===== src/rtl/fifo_pkg.sv =====
// ---------------------------------------------------------------------------
// fifo_pkg
//   Shared definitions for the FIFO controller slice: the occupancy state
//   codes and the default data width / depth.
// ---------------------------------------------------------------------------
package fifo_pkg;

  localparam int DEF_DATA_W = 4;
  localparam int DEF_DEPTH  = 4;

  typedef enum logic [1:0] {
    OCC_EMPTY = 2'd0,
    OCC_MID   = 2'd1,
    OCC_FULL  = 2'd2
  } occ_e;

endpackage


===== src/rtl/fifo_mem.sv =====
// ---------------------------------------------------------------------------
// fifo_mem
//   DEPTH x DATA_W register array. One synchronous write port and one
//   registered read port. When the same address is written and read in the
//   same cycle, the read returns the old contents.
// Ports
//   clk    in   rising-edge clock
//   rst    in   async active-high reset (read register only; array is not reset)
//   we     in   write enable
//   waddr  in   write address
//   wdata  in   write data
//   re     in   read enable; rdata holds when low
//   raddr  in   read address
//   rdata  out  registered read data
// ---------------------------------------------------------------------------
module fifo_mem
  import fifo_pkg::*;
#(
  parameter int DATA_W = DEF_DATA_W,
  parameter int DEPTH  = DEF_DEPTH,
  parameter int PTR_W  = $clog2(DEPTH)
) (
  input  logic              clk,
  input  logic              rst,
  input  logic              we,
  input  logic [PTR_W-1:0]  waddr,
  input  logic [DATA_W-1:0] wdata,
  input  logic              re,
  input  logic [PTR_W-1:0]  raddr,
  output logic [DATA_W-1:0] rdata
);

  logic [DATA_W-1:0] mem [DEPTH];

  always_ff @(posedge clk) begin
    if (we) begin
      mem[waddr] <= wdata;
    end
  end

  // Read stage: nonblocking semantics give read-before-write on a shared address.
  always_ff @(posedge clk or posedge rst) begin
    if (rst) begin
      rdata <= '0;
    end else if (re) begin
      rdata <= mem[raddr];
    end
  end

endmodule


===== src/rtl/fifo_ctrl.sv =====
// ---------------------------------------------------------------------------
// fifo_ctrl
//   Synchronous FIFO controller: push/pop acceptance, wrapping pointers,
//   occupancy count, full/empty/almost flags and sticky error flags around a
//   single fifo_mem instance.
// Ports
//   clk      in   rising-edge clock
//   rst      in   async active-high reset
//   push     in   write request; da_in sampled when accepted
//   da_in    in   write data
//   pop      in   read request
//   clr_err  in   synchronous clear of ovf/udf
//   da_out   out  registered read data
//   da_vld   out  1-cycle pulse, da_out holds a newly popped word
//   da_cnt   out  occupancy 0..DEPTH
//   full     out  da_cnt == DEPTH
//   empty    out  da_cnt == 0
//   afull    out  da_cnt >= AF_LVL
//   aempty   out  da_cnt <= AE_LVL
//   ovf      out  sticky: a push was rejected
//   udf      out  sticky: a pop was rejected
// ---------------------------------------------------------------------------
module fifo_ctrl
  import fifo_pkg::*;
#(
  parameter int DATA_W = DEF_DATA_W,
  parameter int DEPTH  = DEF_DEPTH,
  parameter int AF_LVL = 3,
  parameter int AE_LVL = 1,
  parameter int CNT_W  = $clog2(DEPTH + 1),
  parameter int PTR_W  = $clog2(DEPTH)
) (
  input  logic              clk,
  input  logic              rst,
  input  logic              push,
  input  logic [DATA_W-1:0] da_in,
  input  logic              pop,
  input  logic              clr_err,
  output logic [DATA_W-1:0] da_out,
  output logic              da_vld,
  output logic [CNT_W-1:0]  da_cnt,
  output logic              full,
  output logic              empty,
  output logic              afull,
  output logic              aempty,
  output logic              ovf,
  output logic              udf
);

  localparam logic [PTR_W-1:0] PTR_LAST = PTR_W'(DEPTH - 1);
  localparam logic [CNT_W-1:0] CNT_ONE  = CNT_W'(1);
  localparam logic [CNT_W-1:0] CNT_LAST = CNT_W'(DEPTH - 1);
  localparam logic [CNT_W-1:0] CNT_AF   = CNT_W'(AF_LVL);
  localparam logic [CNT_W-1:0] CNT_AE   = CNT_W'(AE_LVL);

  occ_e             occ;
  occ_e             occ_nxt;
  logic [PTR_W-1:0] wr_ptr;
  logic [PTR_W-1:0] rd_ptr;
  logic [PTR_W-1:0] wr_ptr_nxt;
  logic [PTR_W-1:0] rd_ptr_nxt;
  logic [CNT_W-1:0] cnt_nxt;
  logic             push_acc;
  logic             pop_acc;
  logic             vld_p1;

  // Acceptance stage: decided from registered state only.
  assign pop_acc  = pop & ~empty;
  assign push_acc = push & (~full | pop_acc);

  // Explicit wrap so non-power-of-2 depths work.
  assign wr_ptr_nxt = (wr_ptr == PTR_LAST) ? '0 : wr_ptr + PTR_W'(1);
  assign rd_ptr_nxt = (rd_ptr == PTR_LAST) ? '0 : rd_ptr + PTR_W'(1);

  always_comb begin
    cnt_nxt = da_cnt;
    case ({push_acc, pop_acc})
      2'b10:   cnt_nxt = da_cnt + CNT_W'(1);
      2'b01:   cnt_nxt = da_cnt - CNT_W'(1);
      default: cnt_nxt = da_cnt;
    endcase
  end

  always_comb begin
    occ_nxt = occ;
    case (occ)
      OCC_EMPTY: begin
        if (push_acc && !pop_acc) occ_nxt = OCC_MID;
      end
      OCC_MID: begin
        if (pop_acc && !push_acc && da_cnt == CNT_ONE) begin
          occ_nxt = OCC_EMPTY;
        end else if (push_acc && !pop_acc && da_cnt == CNT_LAST) begin
          occ_nxt = OCC_FULL;
        end
      end
      OCC_FULL: begin
        if (pop_acc && !push_acc) occ_nxt = OCC_MID;
      end
      default: occ_nxt = OCC_EMPTY;
    endcase
  end

  always_ff @(posedge clk or posedge rst) begin
    if (rst) begin
      occ <= OCC_EMPTY;
    end else begin
      occ <= occ_nxt;
    end
  end

  assign full  = (occ == OCC_FULL);
  assign empty = (occ == OCC_EMPTY);

  // Register stage: pointers, count, almost flags (from next count), errors.
  always_ff @(posedge clk or posedge rst) begin
    if (rst) begin
      wr_ptr <= '0;
      rd_ptr <= '0;
      da_cnt <= '0;
      afull  <= 1'b0;
      aempty <= 1'b1;
      ovf    <= 1'b0;
      udf    <= 1'b0;
      vld_p1 <= 1'b0;
    end else begin
      if (push_acc) wr_ptr <= wr_ptr_nxt;
      if (pop_acc)  rd_ptr <= rd_ptr_nxt;
      da_cnt <= cnt_nxt;
      afull  <= (cnt_nxt >= CNT_AF);
      aempty <= (cnt_nxt <= CNT_AE);
      // A fresh error in the clearing cycle keeps the flag set.
      ovf    <= (push & ~push_acc) | (ovf & ~clr_err);
      udf    <= (pop & ~pop_acc) | (udf & ~clr_err);
      vld_p1 <= pop_acc;
    end
  end

  assign da_vld = vld_p1;

  fifo_mem #(
    .DATA_W (DATA_W),
    .DEPTH  (DEPTH),
    .PTR_W  (PTR_W)
  ) u_mem (
    .clk   (clk),
    .rst   (rst),
    .we    (push_acc),
    .waddr (wr_ptr),
    .wdata (da_in),
    .re    (pop_acc),
    .raddr (rd_ptr),
    .rdata (da_out)
  );

endmodule


===== config.mk =====
export PLATFORM = sky130hd
export DESIGN_NAME = fifo_ctrl
export DESIGN_NICKNAME = d
export VERILOG_FILES = /design/src/rtl/fifo_pkg.sv /design/src/rtl/fifo_mem.sv /design/src/rtl/fifo_ctrl.sv
export SDC_FILE = /design/constraint.sdc
export NUM_CORES = 1
export LEC_CHECK = 0
export BUFFER_PORTS_ARGS = -buffer_cell sky130_fd_sc_hd__buf_2
export CORE_MARGIN = 5
export CORE_UTILIZATION = 51
export DETAILED_ROUTE_END_ITERATION = 10
export PLACE_DENSITY = 0.69
export SYNTH_ARGS = -nofsm -noshare
export SYNTH_HDL_FRONTEND = slang
export SYNTH_SLANG_ARGS = --single-unit

===== constraint.sdc =====
create_clock -name clk -period 2.6 [get_ports clk]
set_input_delay 0.13 -clock clk [delete_from_list [all_inputs] [get_ports clk]]
set_output_delay 0.13 -clock clk [all_outputs]
set_load 0.02 [all_outputs]

==> impl_metrics.toml <==
[logic_synthesis]
post-synth-top-area-cell = "edfxtp_1"
synth_cells = 105
synthDominantCellAreaShare = 0.311
synth_sequential_area_ratio = 0.603
net_count_after_synthesis = 125
synth-edff-count = 16
synth-async-reset-ratio = 0.529
synth_flop_cell = "dfrtp_1"
synth_area_um2 = 1550
synth-warning-count = 0
synth.top_cells.by_area = "edfxtp_1 31%, dfrtp_1 28%, ha_1 8.9%"
synthesis.area_per_instance_um2 = 14.7
synth_cell_types = 29
synth.ff_latch_count = 34

[placement]
post-dp-hpwl_mm = 1.95
final_gp_congestion = 0.721
dpl-instance-area_um2 = 1680
detailedPlace.worstSlack_ps = 483
io_buffer_count = 22

[status]
outcome = "finished clean"

[critical_path]
worstPathRequired_ps = 2870
r2r_setup_slack_ps = 450
critical_path_arrival_ps = 2420
worst-setup-path-type = "reg2reg"
crit_path_max_fanout = 8
setup.worst_path.end_class = "register"
start_kind = "register"

[timing]
fmaxAchievable_mhz = 466
final_critical_path_setup_slack_ps = 455
tightestPinTransition_ps = 677
holdWs_ps = 18.6
slew_headroom = 0.548
fin_crit_sh = 0.825
final.setup_skew_ps = 8.31
rsz_0062_raised_after_global_routing = "false"
setup-violations-final = 0
timing_max_transition_violations_final = 0
final-hold-violation-count = 0
min_period_ps = 2150
fin_tns_setup_ps = 0

[floorplan]
initial_utilization = 0.519
fp.coreArea_um2 = 2980
floorplan.die.width_um = 65.1
fp-row-count = 20
ios = 23
dieArea_um2 = 4230
die_h_um = 65.1

[pwr]
swShare = 0.344
clock_power_share = 0.194
comb_power_share = 0.355
power_frac_seq = 0.451
power-per-cell-area_nw_per_um2 = 1090
internal_power_mw = 1.28
static-leakage-power_nw = 0.808
max-vdd-ir-drop_mv = 0.486
net-switching-power_mw = 0.669

[cts]
tritoncts = "yes"
clockBufferDepth = 2
clk_transition_reported_paths_ps = 100
cts_setup_buffers = 0
cts_num_sinks = 34
cts_made_buffers = 5
cts.root.buffer_cell = "clkbuf_4"
clock_insertion_delay_worst_skew_ps = 340
cts_htree_levels = 2

[final_layout]
post-route-cell-area_um2 = 1780
multi_input_area_um2 = 554
final-seq-area_um2 = 932
commonest_non_fill_non_tap_cell_in_the_layout = "buf_2"
fillCellCount = 233
antenna_cells_inserted = 0
layout-drive-gt1-share = 0.346
num-nets-final = 155
layout_common_cells = "22 x buf_2, 17 x dfrtp_1, 16 x edfxtp_1"
area_growth_syn_to_layout_pct = 15.3

[detailed_routing]
total_length_of_routed_wires_mm = 2.65
wire_per_inst_um = 15.7
drtIter0Drc = 50
drc = 0
first_pass_iters = 2
postRouteAntennaNets = 0
route.vias.total = 896
detail_route.vias_per_cell = 5.30

[global_routing]
grt_max_degree = 19
grtUsageMet3 = 0.0381
grt.total_usage = 0.142
grtUsageMet1 = 0.183
met2_usage = 0.218
global_route.overflow_total = 0
wire_length_of_the_first_global_routing_pass_mm = 4.37
globalRoute.busiestLayer = "met2"
grt_pass1_vias = 904
grt_antenna_before_repair = 0

[min_path]
hp-class = "in2reg"

[flow_run]
cap_violations = 0
-- registers in the layout (all words and copies together) (netlist names) --
register and cells:
aempty 1, da_vld 1, rd_ptr 2, u_mem.mem 16, wr_ptr 2, afull 1, udf 1, da_cnt 3
ovf 1, occ 2, u_mem.rdata 4
-- power by group through the flow --
stage | Sequential [mW] | Clock [mW] | Combinational (mW)
2_1_floorplan | 0.933 | 0 | 0.473
3_3_place_gp | 0.880 | 0 | 0.673
3_5_place_dp | 0.895 | 0 | 0.694
4_1_cts | 0.883 | 0.382 | 0.701
5_1_grt | 0.910 | 0.412 | 0.761
6_report | 0.877 | 0.377 | 0.690
-- stage by stage --
stage / power (mW) / util / cells
after detailed placement: 1.59 / 0.563 / 158
final: 1.95 / 0.599 / 169
after global routing: 2.08 / 0.599 / 169
after CTS: 1.97 / 0.595 / 168
after floorplan: 1.41 / - / 105
after global placement: 1.55 / 0.563 / 158
-- worst paths after layout --
path                                from               to  cells past startpoint
max in group asynchronous            rst        wr_ptr[1]                      3
worst min-delay path            da_in[1]  u_mem.mem[3][1]                      1
worst min register to register       ovf              ovf                      1
min in group asynchronous            rst        rd_ptr[0]                      3
worst max register to register    occ[0]           aempty                      7
worst max-delay path              occ[0]           aempty                      7
-- what timing repair did --
item	in CTS	in global routing
hold buffers	2	1
gates resized for setup	0	0
endpoints found under the hold margin	21	2
endpoints found under the setup margin	0	0
-- routing by layer --
layer	vias up	routed length (um)
met1	429	1220
met2	20	1250
li1	438	-
met4	0	59
met5	-	0
met3	9	117
-- Yosys cell counts (2+ instances only) --
cell	number
a22o_1	2
and2_1	4
buf_6	2
dfrtp_1	17
edfxtp_1	16
ha_1	11
inv_1	10
mux2_2	9
mux4_2	4
nand2_1	3
nand3_1	2
nand3b_1	2
nor2_1	4
nor3b_1	2
o21ai_0	3
-- worst max-delay path, cell delays in order, from the launching register on --
cell      delay (ps)
dfrtp_1          490
nand2b_4         190
o21a_1           260
inv_1             70
ha_1             280
mux2_2           300
mux2_2           270
and3b_1          230
-- cell type report --
| type | instances | share of cell area |
|---|---|---|
| repair buffers | 25 | 0.0786 |
| well taps | 33 | 0.0232 |
| flip-flops and latches | 34 | 0.523 |
| multi-input cells | 59 | 0.311 |
| clock inverters | 3 | 0.0225 |
| clock buffers | 5 | 0.0211 |
| inverters | 10 | 0.0211 |
-- kinds of logic (layout without fill, tap and decap cells) --
family / count (synthesis) / count (layout) / share of synthesized area
AO/OA/AOI/OAI: 12 / 12 / 0.0550
adder cells (fa/ha/maj): 11 / 11 / 0.0890
buffers and inverters: 12 / 43 / 0.0388
flip-flops: 34 / 34 / 0.603
multiplexers: 13 / 13 / 0.124
AND/OR/NAND/NOR: 23 / 23 / 0.0906
Power figures use the tool's default switching activity.
